[config.mk]
export PLATFORM = sky130hd
export DESIGN_NAME = i2s_rx
export DESIGN_NICKNAME = d
export VERILOG_FILES = /design/src/rtl/i2s_pkg.sv /design/src/rtl/i2s_sync_edge.sv /design/src/rtl/i2s_rx.sv
export SDC_FILE = /design/constraint.sdc
export NUM_CORES = 1
export LEC_CHECK = 0
export BUFFER_PORTS_ARGS = -buffer_cell sky130_fd_sc_hd__buf_2
export CORE_ASPECT_RATIO = 2
export CORE_MARGIN = 2
export CORE_UTILIZATION = 61
export CTS_CLUSTER_DIAMETER = 30
export DETAILED_ROUTE_END_ITERATION = 12
export GPL_ROUTABILITY_DRIVEN = 1
export PLACE_DENSITY = 0.8
export SYNTH_ARGS = -nofsm -noshare
export SYNTH_HDL_FRONTEND = slang
export SYNTH_SLANG_ARGS = --single-unit
[constraint.sdc]
create_clock -name iCLK_50 -period 4.1 [get_ports iCLK_50]
set_clock_uncertainty 0.05 [all_clocks]
set_input_delay 0 -clock iCLK_50 [delete_from_list [all_inputs] [get_ports iCLK_50]]
set_output_delay 0 -clock iCLK_50 [all_outputs]
set_load 0.02 [all_outputs]
[src/rtl/i2s_pkg.sv]
// Shared types and constants for the I2S receive path.
// Channel encoding follows LRCK: low selects the left slot.
package i2s_pkg;

    typedef enum logic [1:0] {
        HUNT  = 2'd0,
        SHIFT = 2'd1,
        PAD   = 2'd2
    } rx_state_t;

    localparam logic LEFT  = 1'b0;
    localparam logic RIGHT = 1'b1;

    localparam int DATA_W_DEF = 16;

    // Bit counter must be able to hold DATA_W itself.
    function automatic int cnt_width(input int data_w);
        return $clog2(data_w + 1);
    endfunction

endpackage

[src/rtl/i2s_sync_edge.sv]
// Multi-flop synchroniser for one asynchronous input, with a rising-edge
// detector on the synchronised level. STAGES must be at least 2.
module i2s_sync_edge #(
    parameter int STAGES = 2
) (
    input  logic clk_i,
    input  logic rst_ni,
    input  logic d_i,
    output logic q_o,
    output logic rise_o
);
    logic [STAGES-1:0] sync_q;
    logic              prev_q;

    always_ff @(posedge clk_i or negedge rst_ni) begin
        if (!rst_ni) begin
            sync_q <= '0;
            prev_q <= 1'b0;
        end else begin
            sync_q <= {sync_q[STAGES-2:0], d_i};
            prev_q <= sync_q[STAGES-1];
        end
    end

    assign q_o    = sync_q[STAGES-1];
    assign rise_o = sync_q[STAGES-1] & ~prev_q;

endmodule

[src/rtl/i2s_rx.sv]
// I2S receiver: samples SCK/LRCK/SDOUT in the system clock domain and
// publishes 16-bit left/right PCM pairs with a single-cycle valid strobe.
module i2s_rx
    import i2s_pkg::*;
#(
    parameter int DATA_W      = DATA_W_DEF,
    parameter int SYNC_STAGES = 2
) (
    input  logic              iCLK_50,
    input  logic              iRESET_n,
    input  logic              dac_SCLK,
    input  logic              dac_LRCK,
    input  logic              adc_SDOUT,
    input  logic              err_clr,
    output logic [DATA_W-1:0] L_data,
    output logic [DATA_W-1:0] R_data,
    output logic              sample_valid,
    output logic              frame_err
);
    localparam int CNT_W = cnt_width(DATA_W);

    logic sck_rise, lr_s, d_s;
    logic sck_lvl_unused, lr_rise_unused, sd_rise_unused;

    i2s_sync_edge #(.STAGES(SYNC_STAGES)) u_sync_sck (
        .clk_i (iCLK_50), .rst_ni (iRESET_n), .d_i (dac_SCLK),
        .q_o   (sck_lvl_unused), .rise_o (sck_rise)
    );

    i2s_sync_edge #(.STAGES(SYNC_STAGES)) u_sync_lr (
        .clk_i (iCLK_50), .rst_ni (iRESET_n), .d_i (dac_LRCK),
        .q_o   (lr_s), .rise_o (lr_rise_unused)
    );

    i2s_sync_edge #(.STAGES(SYNC_STAGES)) u_sync_sd (
        .clk_i (iCLK_50), .rst_ni (iRESET_n), .d_i (adc_SDOUT),
        .q_o   (d_s), .rise_o (sd_rise_unused)
    );

    rx_state_t         state_q, state_d;
    logic [CNT_W-1:0]  cnt_q, cnt_d;
    logic [DATA_W-1:0] shreg_q, shreg_d;
    logic [DATA_W-1:0] l_hold_q, l_hold_d;
    logic [DATA_W-1:0] l_data_q, l_data_d;
    logic [DATA_W-1:0] r_data_q, r_data_d;
    logic              chan_q, chan_d;
    logic              lr_prev_q, lr_prev_d;
    logic              lr_seen_q, lr_seen_d;
    logic              l_vld_q, l_vld_d;
    logic              valid_q, valid_d;
    logic              err_q, err_d;

    logic              lr_chg;
    logic              short_slot;
    logic [DATA_W-1:0] word_next;

    // lr_prev is meaningless until the first sampled edge after reset, so the
    // slot in progress at reset release can never look like a slot start.
    assign lr_chg    = lr_seen_q && (lr_s != lr_prev_q);
    assign word_next = {shreg_q[DATA_W-2:0], d_s};

    always_comb begin
        state_d    = state_q;
        cnt_d      = cnt_q;
        shreg_d    = shreg_q;
        l_hold_d   = l_hold_q;
        l_data_d   = l_data_q;
        r_data_d   = r_data_q;
        chan_d     = chan_q;
        lr_prev_d  = lr_prev_q;
        lr_seen_d  = lr_seen_q;
        l_vld_d    = l_vld_q;
        valid_d    = 1'b0;
        short_slot = 1'b0;

        if (sck_rise) begin
            lr_prev_d = lr_s;
            lr_seen_d = 1'b1;
            case (state_q)
                HUNT, PAD: begin
                    if (lr_chg) begin
                        state_d = SHIFT;
                        cnt_d   = '0;
                        shreg_d = '0;
                        chan_d  = lr_s;
                    end
                end
                SHIFT: begin
                    if (lr_chg) begin
                        // Slot ended before a full word: drop it and its pending pair.
                        short_slot = 1'b1;
                        if (chan_q == LEFT) l_vld_d = 1'b0;
                        cnt_d   = '0;
                        shreg_d = '0;
                        chan_d  = lr_s;
                    end else begin
                        shreg_d = word_next;
                        if (cnt_q == CNT_W'(DATA_W - 1)) begin
                            state_d = PAD;
                            cnt_d   = '0;
                            if (chan_q == LEFT) begin
                                l_hold_d = word_next;
                                l_vld_d  = 1'b1;
                            end else if (l_vld_q) begin
                                l_data_d = l_hold_q;
                                r_data_d = word_next;
                                valid_d  = 1'b1;
                                l_vld_d  = 1'b0;
                            end
                        end else begin
                            cnt_d = cnt_q + CNT_W'(1);
                        end
                    end
                end
                default: state_d = HUNT;
            endcase
        end

        // A short slot in the same cycle as a clear request keeps the flag set.
        err_d = err_q;
        if (err_clr)    err_d = 1'b0;
        if (short_slot) err_d = 1'b1;
    end

    always_ff @(posedge iCLK_50 or negedge iRESET_n) begin
        if (!iRESET_n) begin
            state_q   <= HUNT;
            cnt_q     <= '0;
            shreg_q   <= '0;
            l_hold_q  <= '0;
            l_data_q  <= '0;
            r_data_q  <= '0;
            chan_q    <= LEFT;
            lr_prev_q <= 1'b0;
            lr_seen_q <= 1'b0;
            l_vld_q   <= 1'b0;
            valid_q   <= 1'b0;
            err_q     <= 1'b0;
        end else begin
            state_q   <= state_d;
            cnt_q     <= cnt_d;
            shreg_q   <= shreg_d;
            l_hold_q  <= l_hold_d;
            l_data_q  <= l_data_d;
            r_data_q  <= r_data_d;
            chan_q    <= chan_d;
            lr_prev_q <= lr_prev_d;
            lr_seen_q <= lr_seen_d;
            l_vld_q   <= l_vld_d;
            valid_q   <= valid_d;
            err_q     <= err_d;
        end
    end

    assign L_data       = l_data_q;
    assign R_data       = r_data_q;
    assign sample_valid = valid_q;
    assign frame_err    = err_q;

endmodule

* Word level (Yosys, flattened, before mapping)
Index checks and enable logic that the tools add are counted.
Storage, ports and cells: bits in registers 83, latch bits 0, memory bits (writable) 0, ROM bits 0, input port bits 6, output and inout bits 34, word-level logic and storage cells 68, memories kept 0
Operators by class: add/subtract/negate cells 1, multiply operators 0, divide/modulo/power cells 0, $lt $le $gt $ge 0, equal/unequal tests 8, shift operators 0, mux-type cells 26, bitwise operators 4, reductions and logical operators 13
Operators by type and width (number):
- 15-bit 2-to-1 mux | 2
- 15-bit one-hot mux with 2 select lines | 1
- 1-bit 2-to-1 mux | 15
- 5-bit 2-to-1 mux | 3
- 5-bit one-hot mux with 2 select lines | 1
- 2-bit inequality test (second input constant) | 4
- 4-bit AND reduction | 2
- 2-bit 2-to-1 mux | 3
- 3-bit AND reduction | 2
- 6-bit AND reduction | 1
- 2-bit nonzero test | 3
- 5-bit by 1-bit adder with 5-bit output (second input constant) | 1
- 5-bit by 4-bit == test with 1-bit output (second input constant) | 1
- 5-bit AND reduction | 1
- 2-bit one-hot mux with 2 select lines | 1
- 1-bit inverter | 3
- 3-bit OR reduction | 1
- 2-bit by 1-bit == test with 1-bit output (second input constant) | 1
- 2-bit == test (second input constant) | 1
- 2-bit logical NOT | 1
- 2-bit OR reduction | 1
- 1-bit AND | 1
- 1-bit logical AND | 1
- 1-bit inequality test | 1

* Depth between registers and ports, before layout
word-level depth 6, mapped depth 6

* Cells and area by module
From an unflattened synthesis, not the netlist that was laid out.
Second synthesis, totals: cell total of the unflattened synthesis 208, area, all modules 3372.0 um2
Modules (own cells, without submodules):
- i2s_rx | times used 1, cells each 196, area each 3105.5 um2, seq. area each 1901.8 um2
- i2s_sync_edge | times used 3, cells each 4, area each 88.8 um2, seq. area each 75.1 um2

* Worst setup path after synthesis
No wires, ideal clock.
path kind flip-flop to flip-flop, from register cnt_q[0], to register l_data_q[10], in the netlist L_data[10], data arrival time 1766 ps, data required time 3925 ps, path slack 2159 ps, stages on the path, launching flop included 6, buffers on the path 1, clock period less this slack 1941 ps, cell sequence dfrtp_1 ha_1 nand4b_2 a2111oi_4 buf_6 mux2_4
Between the ends: longest elaborated chain between the ends 2
Ends and longest elaborated chain:
- start: declaration | RTL line i2s_rx.sv:41 | logic [CNT_W-1:0] cnt_q, cnt_d;
- start signal: assignment | RTL line i2s_rx.sv:141 | cnt_q <= cnt_d;
- 5-bit by 4-bit == test with 1-bit output | RTL line i2s_rx.sv:98 | if (cnt_q == CNT_W'(DATA_W - 1)) begin
- 6-bit AND reduction (no line)
- end signal: assignment | RTL line i2s_rx.sv:144 | l_data_q <= l_data_d;
- end: declaration | RTL line i2s_rx.sv:44 | logic [DATA_W-1:0] l_data_q, l_data_d;
Every way passes these cells. A chain may end at the register's enable or synchronous reset.

* Worst setup path after layout
from register cnt_q[0], to register l_data_q[12], in the netlist L_data[12]
The elaborated chain is that of the path after synthesis.

==> metrics.txt <==
Final Hold Viols=0; Worst Tran Pin Value=0.996 ns; leading cell types by count after synthesis=83 x dfrtp_1, 29 x mux2_4, 21 x mux2_2; max-capacitance violation count=0; asr flop ratio synth=1.00; Post-Syn Instances=roughly 200; startpoint types=flip-flop; P_leak=between 0.0015 and 0.002 µW; Pwr Total=1610 µW; crit path kind=flip-flop to flip-flop; # Post-CTS Setup Buffers=0; initial antenna violation count=0; nets@finish=258; Die H=108 µm; slowest stage delay, CP=0.42 ns; minimum clock period=approximately 2.2 ns; worst-path cell chain=ha_1 > nand4b_2 > a2111oi_4 > buf_4 > mux2_4; DR iter-0 viols=48; compound-cell area share of the yosys netlist=0.0905; worst-skew pair later-pin latency=0.35 ns; synthesized area per cell=16.3 µm²; largest net degree at the start of global routing=84; synthesized cell area=3290 µm²; mux share of post-synthesis cell area=0.204; Num Clock Sinks=83; CTS Root Cell=clkbuf_8; final period utilization=0.532; CP Data Required Time=4.28 ns; post-cts resize count=0; Num CTS Buffers=9; Layout area overhead=14.8%; top cells by area, synth=dfrtp_1 63%, mux2_4 13%, mux2_2 7.2%; Pre-antenna DRT Iters=4; Synth Warn #=0; Ports=40; Final Slew Violations=0; Post-Synth Simple-Gate Area=0.0418; first-pass GRT wire length=9180 µm; CTS tree=done; drc violations=0; Post-synth EDFFs=0; htree depth=3; Via density=5.77; core area=just over 5000 µm²; row cnt=37; Vias=1813; status=finished clean; share of the synthesized area in the top cell type=0.631; CP Data Arrival Time=2.37 ns; Initial Util=0.635; largest family of logic cells by synthesized area=multiplexers; xor/xnor share of the synthesized area=0.00494; Placer Congestion=0.789; vias in the first global route=1871; Die W=55.9 µm; Yosys reg bits=83; post-synthesis adder-cell area fraction=0.00380; Max VDD drop=0.459 mV; library cells used by synthesis=36; RSZ-0062 raised after global routing=no; top-count cell post-synth=dfrtp_1; buffers added on ports=39; sequential fraction of the synthesis area=0.631; GR Overflow Total=0; n_diodes=0; full die area=6040 µm²; area leader, netlist=dfrtp_1; f_max=458 MHz; CP max-delay cell=buf_4; syn nets=209; clk slew on worst S/H paths=0.08 ns; Max Root-Sink Buffers=2; antenna viol nets, final=0; share of cells above drive strength 1=0.445; Max-slew headroom=0.336; detailed-route wire length=5480 µm; hpwl dp=3520 µm; worst hold path class=input pin to flip-flop; Routed WL per cell=approximately 17 µm; Final setup viols=0; Pwr per Cell Area=between 400 and 500 nW/µm²; crit path max fanout=21; Worst setup EP type=flip-flop; dominant synthesized flop cell=dfrtp_1; Final TNS setup=0 ns; GRT Resource Usage Total=0.203
## metal layers
layer,part of all wire,vias to the layer above,global-route usage
met5,0,-,0
met4,0.017,0,0.136
met3,0.033,6,0.0421
met2,0.54,41,0.318
met1,0.41,936,0.251
li1,-,830,-
## cell usage in the layout, fill, tap and decap left out, types with 4 or more instances in the layout
cell and count:
a21oi_1 6, mux2_2 21, clkbuf_8 9, buf_4 4
dfrtp_1 83, a22o_1 17, buf_2 38, nand2_1 4
dlygate4sd3_1 5, mux2_4 29
## path summary, 6_finish.rpt
check	from	slack, ns	to	depth (start not counted)
max	cnt_q[0]	1.92	L_data[12]	5
max reg2reg	cnt_q[0]	1.92	L_data[12]	5
max in group asynchronous	iRESET_n	3.05	l_hold_q[3]	2
min	dac_LRCK	0.25	u_sync_lr.sync_q[0]	2
min in group asynchronous	iRESET_n	0.28	sample_valid	2
min reg2reg	u_sync_sd.sync_q[0]	0.30	u_sync_sd.sync_q[1]	0
## critical path, delay by kind of cell (launching register included)
| family | cells | cell delay, ns |
|---|---|---|
| AO/OA/AOI/OAI | 1 | 0.39 |
| adder cells (fa/ha/maj) | 1 | 0.22 |
| buffers and inverters | 1 | 0.42 |
| flip-flops | 1 | 0.40 |
| multiplexers | 1 | 0.34 |
| AND/OR/NAND/NOR | 1 | 0.23 |
## cell type report
cell class	instances	area, µm²
clock inverters	6	88.8
multi-input cells	108	1140
flip-flops and latches	83	2080
repair buffers	47	270
clock buffers	10	128
inverters	2	7.51
well taps	58	72.6
fillers	359	1410
## report_power, final
part           switching, µW  leakage, µW  internal (µW)
clock network            286     0.000103            344
registers               36.3      0.00112            847
logic                   55.5     0.000716           37.3
## cell families (layout without fill, tap and decap cells)
family | after synthesis | after routing
AOI/OAI and AO/OA | 36 | 36
xor gates and xnor gates | 1 | 1
adders and majority gates | 1 | 1
buffers and inverters | 11 | 65
DFF | 83 | 83
muxes | 50 | 50
and+or+nand+nor | 20 | 20
## metrics by stage
step	instances	hold slack, ns	utilization	area [µm²]	setup slack, ns
2_1_floorplan	202	-0.346	-	3290	2.16
3_3_place_gp	293	0.0584	0.678	3510	1.99
3_5_place_dp	293	0.0594	0.678	3510	1.93
4_1_cts	314	0.218	0.729	3780	1.90
5_1_grt	314	0.226	0.729	3780	1.80
6_report	314	0.248	0.729	3780	1.92
## sequential cells by signal (all words and copies together) (netlist names)
register and cells:
frame_err 1, u_sync_sck.sync_q 2, u_sync_lr.sync_q 2, l_vld_q 1, cnt_q 5, lr_seen_q 1, chan_q 1, l_hold_q 16
u_sync_sd.sync_q 2, L_data 16, u_sync_sck.prev_q 1, lr_prev_q 1, R_data 16, sample_valid 1, shreg_q 15, state_q 2
## what timing repair did
action	CTS	global route
endpoints found under the setup margin	0	0
hold buffers	5	0
hold endpoints to repair	87	0
(Power assumes the default switching activity.)
